**src/rtl/param_datapath.sv**
```systemverilog
// Parameterised accumulator datapath: internal bus, AR/PC/DR/IR/AC,
// a small general register file, a single-cycle ALU and an iterative
// shift-add multiplier that holds AC/flags while it runs.
//
// Bus handshake: there is no valid/ready pair here. The only flow-control
// signal is busy; while it is high alu_start and ld[3] are ignored, all
// other loads and the PC keep working, and the first cycle busy is low
// accepts a new ALU issue.
module param_datapath #(
   parameter int DATA_W = 16,
   parameter int ADDR_W = 16,
   parameter int NREG   = 4,
   localparam int RS_W  = $clog2(NREG)
) (
   input  logic              clock,
   input  logic              reset,
   input  logic [DATA_W-1:0] dram_in,
   input  logic [DATA_W-1:0] iram_in,
   input  logic [3:0]        bus_sel,
   input  logic [5:0]        ld,
   input  logic [RS_W-1:0]   reg_sel,
   input  logic              pc_inc,
   input  logic [2:0]        alu_op,
   input  logic              alu_start,
   output logic [DATA_W-1:0] bus_out,
   output logic [ADDR_W-1:0] addr_out,
   output logic [ADDR_W-1:0] pc_addr,
   output logic [DATA_W-1:0] ir_out,
   output logic [DATA_W-1:0] ac_out,
   output logic              flag_z,
   output logic              flag_n,
   output logic              flag_c,
   output logic              busy
);

   localparam int CNT_W = (DATA_W > 1) ? $clog2(DATA_W) : 1;
   localparam logic [CNT_W-1:0] LAST_STEP = CNT_W'(DATA_W - 1);

   localparam logic [2:0] OP_PASS = 3'b000;
   localparam logic [2:0] OP_ADD  = 3'b001;
   localparam logic [2:0] OP_SUB  = 3'b010;
   localparam logic [2:0] OP_AND  = 3'b011;
   localparam logic [2:0] OP_OR   = 3'b100;
   localparam logic [2:0] OP_XOR  = 3'b101;
   localparam logic [2:0] OP_SHL  = 3'b110;
   localparam logic [2:0] OP_MUL  = 3'b111;

   typedef enum logic {
      ST_IDLE = 1'b0,
      ST_MUL  = 1'b1
   } mul_state_e;

   mul_state_e state_q, state_d;

   logic [DATA_W-1:0] ar_q, pc_q, dr_q, ir_q, ac_q;
   logic [DATA_W-1:0] r_q [NREG];
   logic              z_q, n_q, c_q;

   // Multiplier working set: multiplicand, running high half, and the
   // low half which starts as the multiplier and fills with product bits.
   logic [DATA_W-1:0] mcand_q, hi_q, lo_q;
   logic [CNT_W-1:0]  cnt_q;

   logic              issue_single, issue_mul, mul_done;
   logic [DATA_W-1:0] alu_res;
   logic              alu_c;
   logic [DATA_W:0]   add_w, sub_w, mul_sum;
   logic [DATA_W-1:0] mul_hi_nxt, mul_lo_nxt;

   // Internal bus source mux; register sources show pre-edge values.
   always_comb begin
      bus_out = '0;
      case (bus_sel)
         4'd1:    bus_out = ar_q;
         4'd2:    bus_out = pc_q;
         4'd3:    bus_out = ir_q;
         4'd4:    bus_out = dr_q;
         4'd5:    bus_out = r_q[reg_sel];
         4'd6:    bus_out = ac_q;
         4'd7:    bus_out = dram_in;
         4'd8:    bus_out = iram_in;
         default: bus_out = '0;
      endcase
   end

   // Single-cycle ALU result and carry; PASS keeps the old carry.
   always_comb begin
      add_w   = {1'b0, ac_q} + {1'b0, bus_out};
      sub_w   = {1'b0, ac_q} - {1'b0, bus_out};
      alu_res = bus_out;
      alu_c   = c_q;
      case (alu_op)
         OP_PASS: begin alu_res = bus_out;              alu_c = c_q;            end
         OP_ADD:  begin alu_res = add_w[DATA_W-1:0];    alu_c = add_w[DATA_W];  end
         OP_SUB:  begin alu_res = sub_w[DATA_W-1:0];    alu_c = sub_w[DATA_W];  end
         OP_AND:  begin alu_res = ac_q & bus_out;       alu_c = 1'b0;           end
         OP_OR:   begin alu_res = ac_q | bus_out;       alu_c = 1'b0;           end
         OP_XOR:  begin alu_res = ac_q ^ bus_out;       alu_c = 1'b0;           end
         OP_SHL:  begin alu_res = {ac_q[DATA_W-2:0], 1'b0}; alu_c = ac_q[DATA_W-1]; end
         default: begin alu_res = bus_out;              alu_c = c_q;            end
      endcase
   end

   // One shift-add step: conditionally add multiplicand into the high
   // half, then shift {carry, hi, lo} right by one.
   always_comb begin
      mul_sum    = {1'b0, hi_q} + (lo_q[0] ? {1'b0, mcand_q} : '0);
      mul_hi_nxt = mul_sum[DATA_W:1];
      mul_lo_nxt = {mul_sum[0], lo_q[DATA_W-1:1]};
   end

   // Multiplier control: next state and issue/complete strobes.
   always_comb begin
      state_d      = state_q;
      issue_single = 1'b0;
      issue_mul    = 1'b0;
      mul_done     = 1'b0;
      case (state_q)
         ST_IDLE: begin
            if (alu_start) begin
               if (alu_op == OP_MUL) begin
                  issue_mul = 1'b1;
                  state_d   = ST_MUL;
               end else begin
                  issue_single = 1'b1;
               end
            end
         end
         ST_MUL: begin
            if (cnt_q == LAST_STEP) begin
               mul_done = 1'b1;
               state_d  = ST_IDLE;
            end
         end
         default: state_d = ST_IDLE;
      endcase
   end

   // Multiplier state register and working registers.
   always_ff @(posedge clock) begin
      if (reset) begin
         state_q <= ST_IDLE;
         mcand_q <= '0;
         hi_q    <= '0;
         lo_q    <= '0;
         cnt_q   <= '0;
      end else begin
         state_q <= state_d;
         if (issue_mul) begin
            mcand_q <= ac_q;
            hi_q    <= '0;
            lo_q    <= bus_out;
            cnt_q   <= '0;
         end else if (state_q == ST_MUL) begin
            hi_q    <= mul_hi_nxt;
            lo_q    <= mul_lo_nxt;
            cnt_q   <= cnt_q + CNT_W'(1);
         end
      end
   end

   // Bus-loaded registers and program counter; unaffected by busy.
   always_ff @(posedge clock) begin
      if (reset) begin
         ar_q <= '0;
         dr_q <= '0;
         ir_q <= '0;
         pc_q <= '0;
         for (int i = 0; i < NREG; i++) r_q[i] <= '0;
      end else begin
         if (ld[0]) r_q[reg_sel] <= bus_out;
         if (ld[1]) ar_q <= bus_out;
         if (ld[2]) dr_q <= bus_out;
         if (ld[5]) ir_q <= bus_out;
         if (ld[4])       pc_q <= bus_out;
         else if (pc_inc) pc_q <= pc_q + DATA_W'(1);
      end
   end

   // Accumulator and flags: MUL completion, then ALU issue, then plain load.
   always_ff @(posedge clock) begin
      if (reset) begin
         ac_q <= '0;
         z_q  <= 1'b0;
         n_q  <= 1'b0;
         c_q  <= 1'b0;
      end else if (mul_done) begin
         ac_q <= mul_lo_nxt;
         z_q  <= (mul_lo_nxt == '0);
         n_q  <= mul_lo_nxt[DATA_W-1];
         c_q  <= (mul_hi_nxt != '0);
      end else if (issue_single) begin
         ac_q <= alu_res;
         z_q  <= (alu_res == '0);
         n_q  <= alu_res[DATA_W-1];
         c_q  <= alu_c;
      end else if (ld[3] && state_q == ST_IDLE && !alu_start) begin
         ac_q <= bus_out;
      end
   end

   assign addr_out = ar_q[ADDR_W-1:0];
   assign pc_addr  = pc_q[ADDR_W-1:0];
   assign ir_out   = ir_q;
   assign ac_out   = ac_q;
   assign flag_z   = z_q;
   assign flag_n   = n_q;
   assign flag_c   = c_q;
   assign busy     = (state_q == ST_MUL);

endmodule

```
**config.mk**
```make
export PLATFORM = sky130hd
export DESIGN_NAME = param_datapath
export DESIGN_NICKNAME = d
export VERILOG_FILES = /design/src/rtl/param_datapath.sv
export SDC_FILE = /design/constraint.sdc
export NUM_CORES = 1
export LEC_CHECK = 0
export CORE_UTILIZATION = 30
export DETAILED_ROUTE_END_ITERATION = 8
export PLACE_DENSITY = 0.51
export SYNTH_ARGS = -nofsm -noshare
export SYNTH_HDL_FRONTEND = slang
export SYNTH_SLANG_ARGS = --single-unit
```
**constraint.sdc**
```tcl
create_clock -name clock -period 13 [get_ports clock]
set_input_delay 3.9 -clock clock [delete_from_list [all_inputs] [get_ports clock]]
set_output_delay 3.9 -clock clock [all_outputs]
set_load 0.01 [all_outputs]
```
==> out/qor.csv <==
metric,value,unit
Achievable Freq,0.0887,GHz
max-cap viol count,0,
Leak,5.50,nW
Peak supply drop,0.101,mV
DR WL/cell,23.1,um
clock skew,0.0148,ns
Worst-Skew Late Latency,0.45,ns
"most used cell, CP",clkdlybuf4s50_1,
IO Pins,135,
residual DRC count,1,
Critical-path top delay cell,and2_1,
Ys Warns,0,
critical path data required time,9.10,ns
Diodes inserted,0,
core footprint,41100,um^2
most frequent cells in the layout,"nor2_1, dfxtp_1, clkdlybuf4s50_1",
Horiz. Die Dim,207,um
Finish-stage setup viols,0,
pwr/cell area,113,nW/um^2
DR pass1 iterations,9,
Area Overhead vs Synth,19.7,%
max-slew violations,0,
GRT Total Usage,0.227,
die height,207,um
Setup crit end kind,output port,
worst hold path type,register to register,
"Cell Area, Synth",12600,um^2
Area after DPL,14400,um^2
top cell type's share of synthesized area,0.216,
Syn Area/Cell,8.55,um^2
Rel. slew slack,0.211,
area of the die,42800,um^2
RSZ-0062 raised after global routing,false,
Root Driver,clkbuf_16,
Post-synth EDFFs,64,
"Critical Path, Cell by Cell","clkdlybuf4s50_1, nor2b_1, and2_1, a22oi_1, o221a_2, inv_1, clkdlybuf4s50_1",
Core Rows,74,
Setup WS post-layout,1.73,ns
H-tree depth,4,
total number of vias,11864,
total CTS buffers,17,
Fin Setup TNS,0,ns
final worst-path cycle share,0.867,
Clock Path Buffers,2,
first-pass GRT wire length,72400,um
Post-Synthesis Cells,1473,
post-route ant nets,0,
design area,15100,um^2
worst slack at placement,1.85,ns
status,"finished, violations left",
GPL Wtd Cong,0.879,
hold_ws,0.454,ns
sequential area share after synthesis,0.369,
port bufs,134,
most common flop cell mapped by yosys,dfxtp_1,
number of global-route vias before repair,11326,
crit-path max FO,19,
"commonest non-fill, non-tap cell in the layout",nor2_1,
Crit Path Class,primary input to output port,
CTS sink cnt,200,
WP data arrival,7.37,ns
PostCTS Resize Cnt,0,
worst slew pin tran,1.18,ns
share of cells above drive strength 1,0.0759,
crit-path max cell delay,0.81,ns
initial antenna violation count,0,
synthesized net count,1598,
Layout Nets,1666,
CP Launch Type,primary input,
failing checks,DRC,
initial core utilization,0.306,
"Hold Violations, Final",0,
area of the multi-input gates,7380,um^2
GRT overflow,0,
pin count of the biggest net entering global routing,81,
"Hold-fix buffers, CTS",0,
Vias/cell,5.69,
Util after Layout,0.367,
leading post-synthesis cells by cell area,"dfxtp_1, edfxtp_1, nor2_1",
count of cell types in the netlist,83,
Routed WL,48200,um
Reg area,4650,um^2
hpwl dp,34800,um
"FFs w/ async S/R, synth",0,
TritonCTS clock tree,done,
min cycle time layout,11.27,ns
post-CTS setup buffer count,0,
DRT iter0 DRCs,1171,
"Reg clk slew, reported paths",0.08,ns
synthesis-stage register bit count,200,
Filler Cells Inserted,4284,
post-synth top area cell,dfxtp_1,
## layout make-up
type,count,share of cell area
clock buffers,18,0.0299
multi-input cells,1108,0.490
flip-flops and latches,200,0.308
well taps,532,0.0442
repair buffers,163,0.103
clock inverters,14,0.0119
inverters,51,0.0127
## report_power, final
| group | total [W] | internal [W] | switching, W |
|---|---|---|---|
| combinational | 0.000421 | 0.000169 | 0.000253 |
| sequential | 0.000719 | 0.000675 | 0.0000443 |
| clock | 0.000562 | 0.000274 | 0.000288 |
| total | 0.00170 | 0.00112 | 0.000585 |
## synthesized netlist by cell type (all sizes together) (7+ instances only)
cell and number:
dfxtp 136, nor4 10, a21oi 109, a221oi 19, o21ai 56, mux4 17
nand2b 18, o21bai 7, mux2i 23, o21a 7, a22oi 28, a22o 12
nand4 8, xor2 11, nor3 18, nand2 107, edfxtp 64, nand3b 7
nor2b 23, ha 71, inv 51, nand3 25, and2 22, a21o 12
clkbuf 97, buf 17, a31oi 13, and3 9, a211oi 107, xnor2 29
nor2 240
## worst max-delay path: cells and delay by family
| kind | cells | cell delay [ns] |
|---|---|---|
| buffers and inverters | 3 | 1.53 |
| AND/OR/NAND/NOR | 2 | 1.30 |
| AO/OA/AOI/OAI | 2 | 0.63 |
## stage by stage
| step | cells | total power (W) |
|---|---|---|
| after CTS | 2086 | 0.00170 |
| after floorplan | 1473 | 0.000966 |
| after global placement | 2054 | 0.00114 |
| after global routing | 2086 | 0.00177 |
| after detailed placement | 2054 | 0.00115 |
| final | 2086 | 0.00170 |
## logic make-up (layout without fill, tap and decap cells)
| kind of cell | count (synthesis) | in the layout | synth area share |
|---|---|---|---|
| AND/OR/NAND/NOR | 511 | 511 | 0.185 |
| AO/OA/AOI/OAI | 437 | 437 | 0.238 |
| flip-flops | 200 | 200 | 0.369 |
| buffers and inverters | 165 | 246 | 0.0507 |
| adder cells (fa/ha/maj) | 74 | 74 | 0.0753 |
| multiplexers | 46 | 46 | 0.0541 |
| XOR/XNOR | 40 | 40 | 0.0278 |
## registers in the layout, indices dropped and copies added, names as in the netlist
name,cells
pc_addr,16
ac_out,16
hi_q,16
dr_q,16
addr_out,16
flag_z,1
ir_out,16
cnt_q,4
r_q,64
flag_c,1
mcand_q,16
lo_q,16
busy,1
flag_n,1
## final timing paths
check / from / to / slack, ns / cells after the start
worst min register to register: mcand_q[4] / mcand_q[4] / 0.45 / 2
worst min-delay path: mcand_q[4] / mcand_q[4] / 0.45 / 2
worst max register to register: ac_out[0] / flag_z / 8.26 / 17
worst max-delay path: bus_sel[1] / bus_out[11] / 1.73 / 7
## per-layer routing
metal | routed length, um | share of wire | vias to the layer above | GRT usage
met5 | 0 | 0 | - | 0
met4 | 1270 | 0.026 | 0 | 0.0693
met3 | 3830 | 0.079 | 74 | 0.0389
met2 | 21500 | 0.45 | 565 | 0.355
met1 | 21600 | 0.45 | 5717 | 0.317
li1 | - | - | 5508 | -
Note: power is estimated with default switching activity, not from simulation.
==> patch: new RTL, same flow settings <==
Add an input register stage for `ld`, cleared by the reset; this delays it by one clock. The other inputs are not delayed to match.
--- a/src/rtl/param_datapath.sv
+++ b/src/rtl/param_datapath.sv
@@ -52,2 +52,12 @@
 
+   logic [5:0] ld_q;
+
+   always_ff @(posedge clock) begin
+      if (reset) begin
+         ld_q <= '0;
+      end else begin
+         ld_q <= ld;
+      end
+   end
+
    mul_state_e state_q, state_d;
@@ -170,7 +180,7 @@
       end else begin
-         if (ld[0]) r_q[reg_sel] <= bus_out;
-         if (ld[1]) ar_q <= bus_out;
-         if (ld[2]) dr_q <= bus_out;
-         if (ld[5]) ir_q <= bus_out;
-         if (ld[4])       pc_q <= bus_out;
+         if (ld_q[0]) r_q[reg_sel] <= bus_out;
+         if (ld_q[1]) ar_q <= bus_out;
+         if (ld_q[2]) dr_q <= bus_out;
+         if (ld_q[5]) ir_q <= bus_out;
+         if (ld_q[4])       pc_q <= bus_out;
          else if (pc_inc) pc_q <= pc_q + DATA_W'(1);
@@ -196,3 +206,3 @@
          c_q  <= alu_c;
-      end else if (ld[3] && state_q == ST_IDLE && !alu_start) begin
+      end else if (ld_q[3] && state_q == ST_IDLE && !alu_start) begin
          ac_q <= bus_out;
Function: changed (Yosys sat finds a counterexample within 4 cycles, from zero or initial values and one cycle with reset high).
==> patch against the original RTL <==
- setup slack gained 0.036 ns
- combinational power shrank 1%
- final area grew 4.1%
- sequential cell count grew 6
- routed wire length grew 7.1%
- global-route usage grew 0.41 points
- hold slack lost 0.0045 ns
- fmax grew 0.32%
- synthesized cell count grew 4.1%
- total power grew 6.9%
- die area grew 2.9%
- synthesized area grew 2.9%
- largest power group unchanged
- highest routed layer unchanged
==> patch: results <==
group,metric,value,unit
global_routing,grt_start_max_net_pins,83,
worst_setup_path,reg2reg_slack,7.71,ns
global_routing,grt_usage,23.1,%
detailed_routing,drt-wirelength-per-cell,23.4,um
synth,synth-adder-area-share,7.32,%
cts,htreeDepth,1,
synth,synth_compound_area_share,23.1,%
detailed_routing,drt_pass1_iterations,6,
worst_setup_path,crit_path_max_incr_delay,0.93,ns
cts,clkTransAtPathRegs,0.06,ns
global_routing,antenna_found_initial,1,
pwr,p_leak,0.00579,uW
detailed_routing,dr_wl_met2,22500,um
worst_setup_path,r2r_start,"ac_out[3]",
cts,numCtsBuffers,24,
worst_setup_path,critPathMaxFanout,18,
timing,fin_worst_skew,0.0342,ns
worst_setup_path,cp-startpoint,"bus_sel[2]",
synth,synthMuxAreaShare,5.63,%
synth,synth_cell_type_count,71,
cells_and_area,fillers,4342,
pwr,ir_worst_vdd,0.0000760,V
detailed_routing,num_vias,12200,
detailed_routing,drtIter0Drc,1239,
worst_setup_path,critPathArrivalTime,7.33,ns
outcome,status,"finished clean",
synth,synth_seq_area_share,36.8,%
cells_and_area,drive_above_1_share,8.11,%
place,dp_hpwl,37200,um
worst_setup_path,reg2regPathDepth,14,
cts,clk_path_buf_depth,3,
detailed_routing,met3_length,3730,um
synth,netlist_top_cells_count,"248 x nor2_1, 142 x dfxtp_1, 118 x nand2_1",
synth,synth_area_leaders,"dfxtp_1 22%, edfxtp_1 15%, nor2_1 7.2%, ha_1 6.9%, a211oi_1 5.8%",
detailed_routing,wl_met1,23800,um
worst_setup_path,cp_slowest_cell,"clkdlybuf4s50_1",
synth,synth-xor-area-share,2.43,%
timing,max_slew.worst_pin.slew,1.16,ns
place,place_congestion,0.945,
cts,insertion_delay,0.55,ns
cells_and_area,layout.nets,1738,
worst_setup_path,rr_endpoint,"flag_c",
global_routing,grt_pass1_wl,76500,um
==> patch: cell type report <==
class | count | share of cell area, %
Tap cell | 577 | 4.60
Timing Repair Buffer | 177 | 10.6
Clock inverter | 12 | 0.814
Sequential cell | 206 | 30.4
Multi-Input combinational cell | 1150 | 48.3
Clock buffer | 29 | 4.01
Inverter | 54 | 1.29
==> patch: worst min-delay path by stage <==
| stage | to | slack [ns] | start |
|---|---|---|---|
| after floorplan | mcand_q[0] | 0.43 | mcand_q[0] |
| after global placement | mcand_q[2] | 0.44 | mcand_q[2] |
| after detailed placement | mcand_q[10] | 0.44 | mcand_q[10] |
| after CTS | mcand_q[10] | 0.45 | mcand_q[10] |
| after global routing | mcand_q[6] | 0.47 | mcand_q[6] |
| final | mcand_q[10] | 0.45 | mcand_q[10] |
==> patch: through the flow <==
stage / area [sq um] / setup WS (ns) / util (%) / cells
6_report: 15700 / 1.77 / 37.1 / 2205
5_1_grt: 15700 / 1.60 / 37.1 / 2205
2_1_floorplan: 13000 / 3.24 / - / 1533
3_3_place_gp: 14900 / 1.83 / 35.3 / 2164
3_5_place_dp: 14900 / 1.81 / 35.3 / 2164
4_1_cts: 15700 / 1.81 / 37.1 / 2205
==> patch: routing by layer <==
layer | up-vias | global-route usage, %
li1 | 5746 | -
met1 | 5896 | 33.4
met3 | 78 | 3.32
met4 | 0 | 7.63
met5 | - | 0
met2 | 495 | 35.1
==> patch: kinds of logic after synthesis <==
kind of cell               after synthesis
muxes                                   47
buffers and inverters                  177
adders and majority gates               74
DFF                                    206
AOI/OAI and AO/OA                      441
and+or+nand+nor                        552
xor gates and xnor gates                36
==> patch: worst max-delay path: cells and delay by family <==
kind / cells / cell delay, ns
buffers and inverters: 3 / 1.71
and+or+nand+nor: 3 / 1.36
AOI/OAI and AO/OA: 1 / 0.34
==> patch: where the power goes <==
group          total [uW]  switching [uW]  internal, uW
logic                 416             255           161
clock network         667             283           384
registers             737            43.1           694
total                1820             581          1240
